===== src/rtl/tick_scheduler_if.sv =====
// Bus bundle of tick_scheduler: run enables, divisor write handshake and
// the per-channel tick / square outputs.
interface tick_scheduler_if #(
    parameter int CNT_W = 32
);
    logic             ts_en_a;
    logic             ts_en_b;
    logic             ts_cfg_valid;
    logic             ts_cfg_sel;
    logic [CNT_W-1:0] ts_cfg_div;
    logic             ts_cfg_ready;
    logic             ts_tick_a;
    logic             ts_tick_b;
    logic             ts_clk_out_a;
    logic             ts_clk_out_b;

    modport master (
        output ts_en_a, ts_en_b, ts_cfg_valid, ts_cfg_sel, ts_cfg_div,
        input  ts_cfg_ready, ts_tick_a, ts_tick_b, ts_clk_out_a, ts_clk_out_b
    );

    modport slave (
        input  ts_en_a, ts_en_b, ts_cfg_valid, ts_cfg_sel, ts_cfg_div,
        output ts_cfg_ready, ts_tick_a, ts_tick_b, ts_clk_out_a, ts_clk_out_b
    );
endinterface


===== src/rtl/tick_scheduler.sv =====
// Two-channel programmable tick scheduler with divisor updates deferred to period wraps.
// Define TS_CLK_OUT_EN to build the 50 % square outputs; otherwise they are tied low.
module tick_scheduler #(
    parameter int               CNT_W     = 32,
    parameter logic [CNT_W-1:0] DEF_DIV_A = CNT_W'(25000),
    parameter logic [CNT_W-1:0] DEF_DIV_B = CNT_W'(125)
) (
    input  logic            ts_clk_in,
    input  logic            ts_rst_n,
    tick_scheduler_if.slave bus
);

    typedef enum logic [1:0] {
        ST_IDLE = 2'd0,
        ST_RUN  = 2'd1,
        ST_PEND = 2'd2
    } ch_state_e;

    // A zero divisor would never wrap, so it is stored as 1.
    function automatic logic [CNT_W-1:0] sat_div(input logic [CNT_W-1:0] d);
        sat_div = (d == CNT_W'(0)) ? CNT_W'(1) : d;
    endfunction

    ch_state_e        state_r    [2];
    ch_state_e        state_nx_s [2];
    logic [CNT_W-1:0] cnt_r      [2];
    logic [CNT_W-1:0] cnt_nx_s   [2];
    logic [CNT_W-1:0] div_r      [2];
    logic [CNT_W-1:0] div_nx_s   [2];
    logic [CNT_W-1:0] pend_r     [2];
    logic [CNT_W-1:0] pend_nx_s  [2];
    logic             tick_r     [2];
    logic             tick_nx_s  [2];
    logic             wrap_s     [2];
    logic             xfer_s     [2];
    logic             en_s       [2];
    logic [1:0]       sel_hot_s;
    logic [CNT_W-1:0] cfg_div_s;
    logic             ready_s;

    assign en_s[0]   = bus.ts_en_a;
    assign en_s[1]   = bus.ts_en_b;
    assign sel_hot_s = {bus.ts_cfg_sel, ~bus.ts_cfg_sel};
    assign cfg_div_s = sat_div(bus.ts_cfg_div);

    // Handshake: a channel holding a queued divisor refuses further writes.
    always_comb begin
        ready_s = 1'b1;
        if (bus.ts_cfg_sel) begin
            ready_s = (state_r[1] != ST_PEND);
        end else begin
            ready_s = (state_r[0] != ST_PEND);
        end
        for (int c = 0; c < 2; c++) begin
            xfer_s[c] = bus.ts_cfg_valid && ready_s && sel_hot_s[c];
        end
    end

    // Per-channel next state, counter, divisor and tick.
    always_comb begin
        for (int c = 0; c < 2; c++) begin
            state_nx_s[c] = state_r[c];
            cnt_nx_s[c]   = cnt_r[c];
            div_nx_s[c]   = div_r[c];
            pend_nx_s[c]  = pend_r[c];
            tick_nx_s[c]  = 1'b0;
            wrap_s[c]     = (cnt_r[c] == (div_r[c] - CNT_W'(1)));
            case (state_r[c])
                ST_IDLE: begin
                    cnt_nx_s[c] = CNT_W'(0);
                    if (xfer_s[c]) begin
                        div_nx_s[c] = cfg_div_s;
                    end else begin
                        div_nx_s[c] = div_r[c];
                    end
                    if (en_s[c]) begin
                        state_nx_s[c] = ST_RUN;
                    end else begin
                        state_nx_s[c] = ST_IDLE;
                    end
                end
                ST_RUN, ST_PEND: begin
                    if (!en_s[c]) begin
                        // Stopping: a queued or just-written divisor takes effect now.
                        state_nx_s[c] = ST_IDLE;
                        cnt_nx_s[c]   = CNT_W'(0);
                        if (state_r[c] == ST_PEND) begin
                            div_nx_s[c] = pend_r[c];
                        end else if (xfer_s[c]) begin
                            div_nx_s[c] = cfg_div_s;
                        end else begin
                            div_nx_s[c] = div_r[c];
                        end
                    end else begin
                        if (wrap_s[c]) begin
                            cnt_nx_s[c]  = CNT_W'(0);
                            tick_nx_s[c] = 1'b1;
                            if (state_r[c] == ST_PEND) begin
                                div_nx_s[c]   = pend_r[c];
                                state_nx_s[c] = ST_RUN;
                            end else begin
                                state_nx_s[c] = state_r[c];
                            end
                        end else begin
                            cnt_nx_s[c] = cnt_r[c] + CNT_W'(1);
                        end
                        // A write landing on a wrap edge still waits for the next wrap.
                        if (xfer_s[c]) begin
                            pend_nx_s[c]  = cfg_div_s;
                            state_nx_s[c] = ST_PEND;
                        end else begin
                            pend_nx_s[c]  = pend_r[c];
                        end
                    end
                end
                default: begin
                    state_nx_s[c] = ST_IDLE;
                    cnt_nx_s[c]   = CNT_W'(0);
                end
            endcase
        end
    end

    // Channel state registers with synchronous active-low reset.
    always_ff @(posedge ts_clk_in) begin
        for (int c = 0; c < 2; c++) begin
            if (!ts_rst_n) begin
                state_r[c] <= ST_IDLE;
                cnt_r[c]   <= CNT_W'(0);
                div_r[c]   <= (c == 0) ? sat_div(DEF_DIV_A) : sat_div(DEF_DIV_B);
                pend_r[c]  <= CNT_W'(0);
                tick_r[c]  <= 1'b0;
            end else begin
                state_r[c] <= state_nx_s[c];
                cnt_r[c]   <= cnt_nx_s[c];
                div_r[c]   <= div_nx_s[c];
                pend_r[c]  <= pend_nx_s[c];
                tick_r[c]  <= tick_nx_s[c];
            end
        end
    end

    assign bus.ts_cfg_ready = ready_s;
    assign bus.ts_tick_a    = tick_r[0];
    assign bus.ts_tick_b    = tick_r[1];

`ifdef TS_CLK_OUT_EN
    logic tgl_r [2];

    // Square outputs flip on every wrap and drop whenever a channel is not running.
    always_ff @(posedge ts_clk_in) begin
        for (int c = 0; c < 2; c++) begin
            if (!ts_rst_n) begin
                tgl_r[c] <= 1'b0;
            end else if ((state_r[c] == ST_IDLE) || !en_s[c]) begin
                tgl_r[c] <= 1'b0;
            end else if (tick_nx_s[c]) begin
                tgl_r[c] <= ~tgl_r[c];
            end else begin
                tgl_r[c] <= tgl_r[c];
            end
        end
    end

    assign bus.ts_clk_out_a = tgl_r[0];
    assign bus.ts_clk_out_b = tgl_r[1];
`else
    assign bus.ts_clk_out_a = 1'b0;
    assign bus.ts_clk_out_b = 1'b0;
`endif

endmodule


===== src/flat_wrapper.sv =====
// flat-port wrapper written by rule: the top's interface ports become plain ports
module tick_scheduler_flat 
#(
    parameter int               CNT_W     = 32,
    parameter logic [CNT_W-1:0] DEF_DIV_A = CNT_W'(25000),
    parameter logic [CNT_W-1:0] DEF_DIV_B = CNT_W'(125)
)
  (ts_clk_in, ts_rst_n, bus_ts_en_a, bus_ts_en_b, bus_ts_cfg_valid, bus_ts_cfg_sel, bus_ts_cfg_div, bus_ts_cfg_ready, bus_ts_tick_a, bus_ts_tick_b, bus_ts_clk_out_a, bus_ts_clk_out_b);
  tick_scheduler_if #(.CNT_W(CNT_W)) bus_i ();
  input  logic ts_clk_in;
  input  logic ts_rst_n;
  input wire logic [$bits(bus_i.ts_en_a)-1:0] bus_ts_en_a;
  input wire logic [$bits(bus_i.ts_en_b)-1:0] bus_ts_en_b;
  input wire logic [$bits(bus_i.ts_cfg_valid)-1:0] bus_ts_cfg_valid;
  input wire logic [$bits(bus_i.ts_cfg_sel)-1:0] bus_ts_cfg_sel;
  input wire logic [$bits(bus_i.ts_cfg_div)-1:0] bus_ts_cfg_div;
  output wire logic [$bits(bus_i.ts_cfg_ready)-1:0] bus_ts_cfg_ready;
  output wire logic [$bits(bus_i.ts_tick_a)-1:0] bus_ts_tick_a;
  output wire logic [$bits(bus_i.ts_tick_b)-1:0] bus_ts_tick_b;
  output wire logic [$bits(bus_i.ts_clk_out_a)-1:0] bus_ts_clk_out_a;
  output wire logic [$bits(bus_i.ts_clk_out_b)-1:0] bus_ts_clk_out_b;
  assign bus_i.ts_en_a = bus_ts_en_a;
  assign bus_i.ts_en_b = bus_ts_en_b;
  assign bus_i.ts_cfg_valid = bus_ts_cfg_valid;
  assign bus_i.ts_cfg_sel = bus_ts_cfg_sel;
  assign bus_i.ts_cfg_div = bus_ts_cfg_div;
  assign bus_ts_cfg_ready = bus_i.ts_cfg_ready;
  assign bus_ts_tick_a = bus_i.ts_tick_a;
  assign bus_ts_tick_b = bus_i.ts_tick_b;
  assign bus_ts_clk_out_a = bus_i.ts_clk_out_a;
  assign bus_ts_clk_out_b = bus_i.ts_clk_out_b;
  tick_scheduler #(.CNT_W(CNT_W), .DEF_DIV_A(DEF_DIV_A), .DEF_DIV_B(DEF_DIV_B)) u_core (.ts_clk_in(ts_clk_in), .ts_rst_n(ts_rst_n), .bus(bus_i));
endmodule

===== config.mk =====
export PLATFORM = sky130hd
export DESIGN_NAME = tick_scheduler_flat
export DESIGN_NICKNAME = d
export VERILOG_FILES = /design/src/rtl/tick_scheduler_if.sv /design/src/rtl/tick_scheduler.sv /design/src/flat_wrapper.sv
export SDC_FILE = /design/constraint.sdc
export NUM_CORES = 1
export LEC_CHECK = 0
export CAP_MARGIN = 20
export CORE_MARGIN = 2
export CORE_UTILIZATION = 60
export DETAILED_ROUTE_END_ITERATION = 7
export GPL_ROUTABILITY_DRIVEN = 0
export PLACE_DENSITY_LB_ADDON = 0.05
export SYNTH_ARGS = -nofsm -noshare
export SYNTH_HDL_FRONTEND = slang
export SYNTH_SLANG_ARGS = --single-unit
export TNS_END_PERCENT = 1

===== constraint.sdc =====
create_clock -name ts_clk_in -period 5.9 [get_ports ts_clk_in]
set_clock_uncertainty 0.2 [all_clocks]
set_input_delay 1.77 -clock ts_clk_in [delete_from_list [all_inputs] [get_ports ts_clk_in]]
set_output_delay 1.77 -clock ts_clk_in [all_outputs]
set_load 0.05 [all_outputs]

==> reports/results.tsv <==
stage	metric	value	unit
clock_tree	TritonCTS buffer count	17	
timing	WHS	0.255	ns
worst_setup_path	R2R setup slack	1.33	ns
yosys	asr flop ratio synth	0	%
worst_setup_path	worst setup path category	input pin to output port	
clock_tree	CTS max path bufs	2	
global_routing	first-pass GRT wire length	51400	µm
timing	Fmax achieved	201	MHz
power	Max IR drop VDD	199	µV
drt	drt wl/cell	17.4	µm
yosys	Synth Area in XOR/XNOR	10.8	%
timing	Slew @ Worst Pin	0.858	ns
worst_setup_path	worst-path maximum fanout	5	
cells_and_area	Final #Nets	1573	
timing	fin crit period	4.98	ns
die	Core ar.	19500	µm²
yosys	post-synthesis compound-gate area fraction	18.4	%
run_status	status	finished clean	
yosys	Syn Inst Count	1561	
yosys	most frequent cell after synthesis	nand2_1	
timing	Final WS setup	0.915	ns
clock_tree	TritonCTS clock tree	yes	
worst_hold_path	Worst Hold Path Cells	2	
yosys	Commonest cells post-synth	nand2_1 (293), dfxtp_1 (198), nor2_1 (144)	
yosys	Post-Synthesis Cell Area	11900	µm²
cells_and_area	post-route cell area	12900	µm²
worst_setup_path	Critical Path Sink Type	output port	
global_routing	vias in the first global route	10100	
worst_setup_path	reg2reg end	u_core.state_r[0][0]	
worst_setup_path	cells on worst reg2reg path	9	
yosys	top-area cell type share of the netlist area	33.4	%
drt	vias per cell	6.28	
yosys	Synthesis Warnings	0	
yosys	Yosys cell types	76	
place	Area after DPL	12300	µm²
yosys	Yosys top cell by area	dfxtp_1	
worst_setup_path	worst setup path endpoint	bus_ts_cfg_ready	
die	Top Ports	43	
global_routing	largest net degree at the start of global routing	78	
worst_setup_path	max incr delay on CP	0.57	ns
clock_tree	clock sink total	198	
yosys	main flop type after synthesis	dfxtp_1	
worst_setup_path	Critical Path Start	bus_ts_cfg_sel	
die	Die Span X	145	µm
job	Max Cap Viol	0	
timing	RSZ-0062 raised after global routing	false	
cells_and_area	area delta synth->final	8.76	%
drt	DRC viols	0	
yosys	Post-synth EDFFs	0	
clock_tree	CTS HTree Levels	4	
clock_tree	Root Driver	clkbuf_16	
worst_hold_path	min-delay worst type	register to register	
cells_and_area	# diodes	0	
die	Initial Util	61.0	%
clock_tree	Clk Latency, worst-skew pair	0.44	ns
worst_setup_path	CP arrival	3.01	ns
worst_setup_path	Worst EP required	3.93	ns
worst_setup_path	CP cell instances	clkdlybuf4s50_1 > nor3_1 > a31oi_1 > buf_4	
timing	Worst slew margin	42.3	%
power	PwrDens	248	nW/µm²
drt	Routed WL	31300	µm
global_routing	initial antenna violation count	0	
global_routing	grt ovf	0	
clock_tree	setup bufs post-CTS	0	
die	die area	20900	µm²
yosys	post-synthesis adder-cell area fraction	1.05	%
drt	DRT iter0 DRCs	1129	
clock_tree	hold buffer count at CTS	0	
timing	Setup-failing EPs final	0	
worst_setup_path	Slowest-stage cell, CP	clkdlybuf4s50_1	
cells_and_area	share of cells above drive strength 1	6.57	%
yosys	Post-Synth Simple-Gate Area	27.5	%
drt	Antenna Nets Post-Route	0	
timing	final setup TNS	0	ns
yosys	syn avg cell area	7.61	µm²
yosys	Yosys reg bits	198	
yosys	mux contribution to synthesized area	3.39	%
die	Die Y	145	µm
yosys	main combinational cell family by area after synthesis	simple AND/OR/NAND/NOR gates	
worst_setup_path	Worst Setup Start Kind	input pin	
drt	Detailed Routing Iterations Pass 1	5	
power	Leak	4.47	nW
global_routing	gr usage total	30.3	%
die	Placement Rows	51	
power	Tot Pwr	3.21	mW
cells_and_area	layout filler cell count	1741	
place	pre-CTS WS	0.934	ns
timing	final number of hold-violating endpoints	0	
timing	period utilisation layout	84.5	%
place	IO Port Bufs	40	
worst_setup_path	reg2reg start	u_core.div_r[0][9]	
clock_tree	# resized after CTS	0	
yosys	synth top area cells	dfxtp_1 (33%), nand2_1 (9.3%), xnor2_1 (6.1%), xor2_1 (4.6%), nor2_1 (4.6%)	
yosys	sequential element share of the synthesized area	33.4	%
drt	total number of vias	11300	
clock_tree	clock-pin slew on the worst setup and hold paths	0.07	ns
timing	Pins Over Slew Limit	0	
place	hpwl dp	21100	µm
sequential cells by signal, summed over array words and instances, names as in the netlist:
| name | cells |
|---|---|
| u_core.div_r | 64 |
| u_core.tick_r | 2 |
| u_core.pend_r | 64 |
| u_core.state_r | 4 |
| u_core.cnt_r | 64 |
worst min path at each step:
stage | end | from
after floorplan | u_core.pend_r[0][13] | u_core.pend_r[0][13]
after global placement | u_core.pend_r[0][7] | u_core.pend_r[0][7]
after detailed placement | u_core.pend_r[0][13] | u_core.pend_r[0][13]
after CTS | u_core.pend_r[0][13] | u_core.pend_r[0][13]
after global routing | u_core.pend_r[0][28] | u_core.pend_r[0][28]
final | u_core.pend_r[0][13] | u_core.pend_r[0][13]
final cells by class:
cell class | count | area [µm²] | area share [%]
clock buffer | 17 | 425 | 3.29
clock inverter | 15 | 176 | 1.37
sequential | 198 | 3960 | 30.7
timing repair buffer | 68 | 623 | 4.82
inverter | 25 | 93.8 | 0.726
multi-input combinational | 1215 | 7310 | 56.5
tap | 265 | 332 | 2.57
power breakdown:
group | total, mW | internal [mW] | switching (mW)
logic | 0.528 | 0.218 | 0.310
registers | 1.47 | 1.38 | 0.0838
clock network | 1.21 | 0.611 | 0.598
total | 3.21 | 2.21 | 0.992
through the flow:
stage	cells	utilization (%)
finish	1803	66.4
global placement	1770	63.2
global route	1803	66.4
detailed placement	1771	63.3
floorplan	1562	-
CTS	1803	66.4
cell families after synthesis:
family          after synthesis
fa+ha+maj                    10
simple gates                693
flops                       198
xor+xnor                    146
buf+inv                     149
other cells                   1
mux                          40
compound gates              324
cell usage in the layout (no fill, tap or decap), types with 25 or more instances in the layout:
master,n
nand2_1,293
buf_4,28
a21oi_1,101
o211ai_1,40
nand3_1,62
xnor2_1,83
xor2_1,63
a32oi_1,26
nand4_1,48
nor3_1,32
a31oi_1,30
o2111ai_1,31
nor2_1,142
o21ai_0,44
dfxtp_1,198
nor4_1,25
clkdlybuf4s50_1,38
mux2i_1,38
metal layers:
metal / share of wire (%) / up-vias / track usage, %
met3: 6.8 / 32 / 4.97
met1: 46 / 5385 / 43.4
met5: 0 / - / 0
li1: - / 5483 / -
met4: 1.5 / 0 / 7.61
met2: 45 / 420 / 47.6
critical path, delay by kind of cell:
kind                   cells  cell delay [ns]
AOI/OAI and AO/OA          1             0.30
buffers and inverters      2             0.84
and+or+nand+nor            1             0.10
Power figures use the tool's default switching activity.
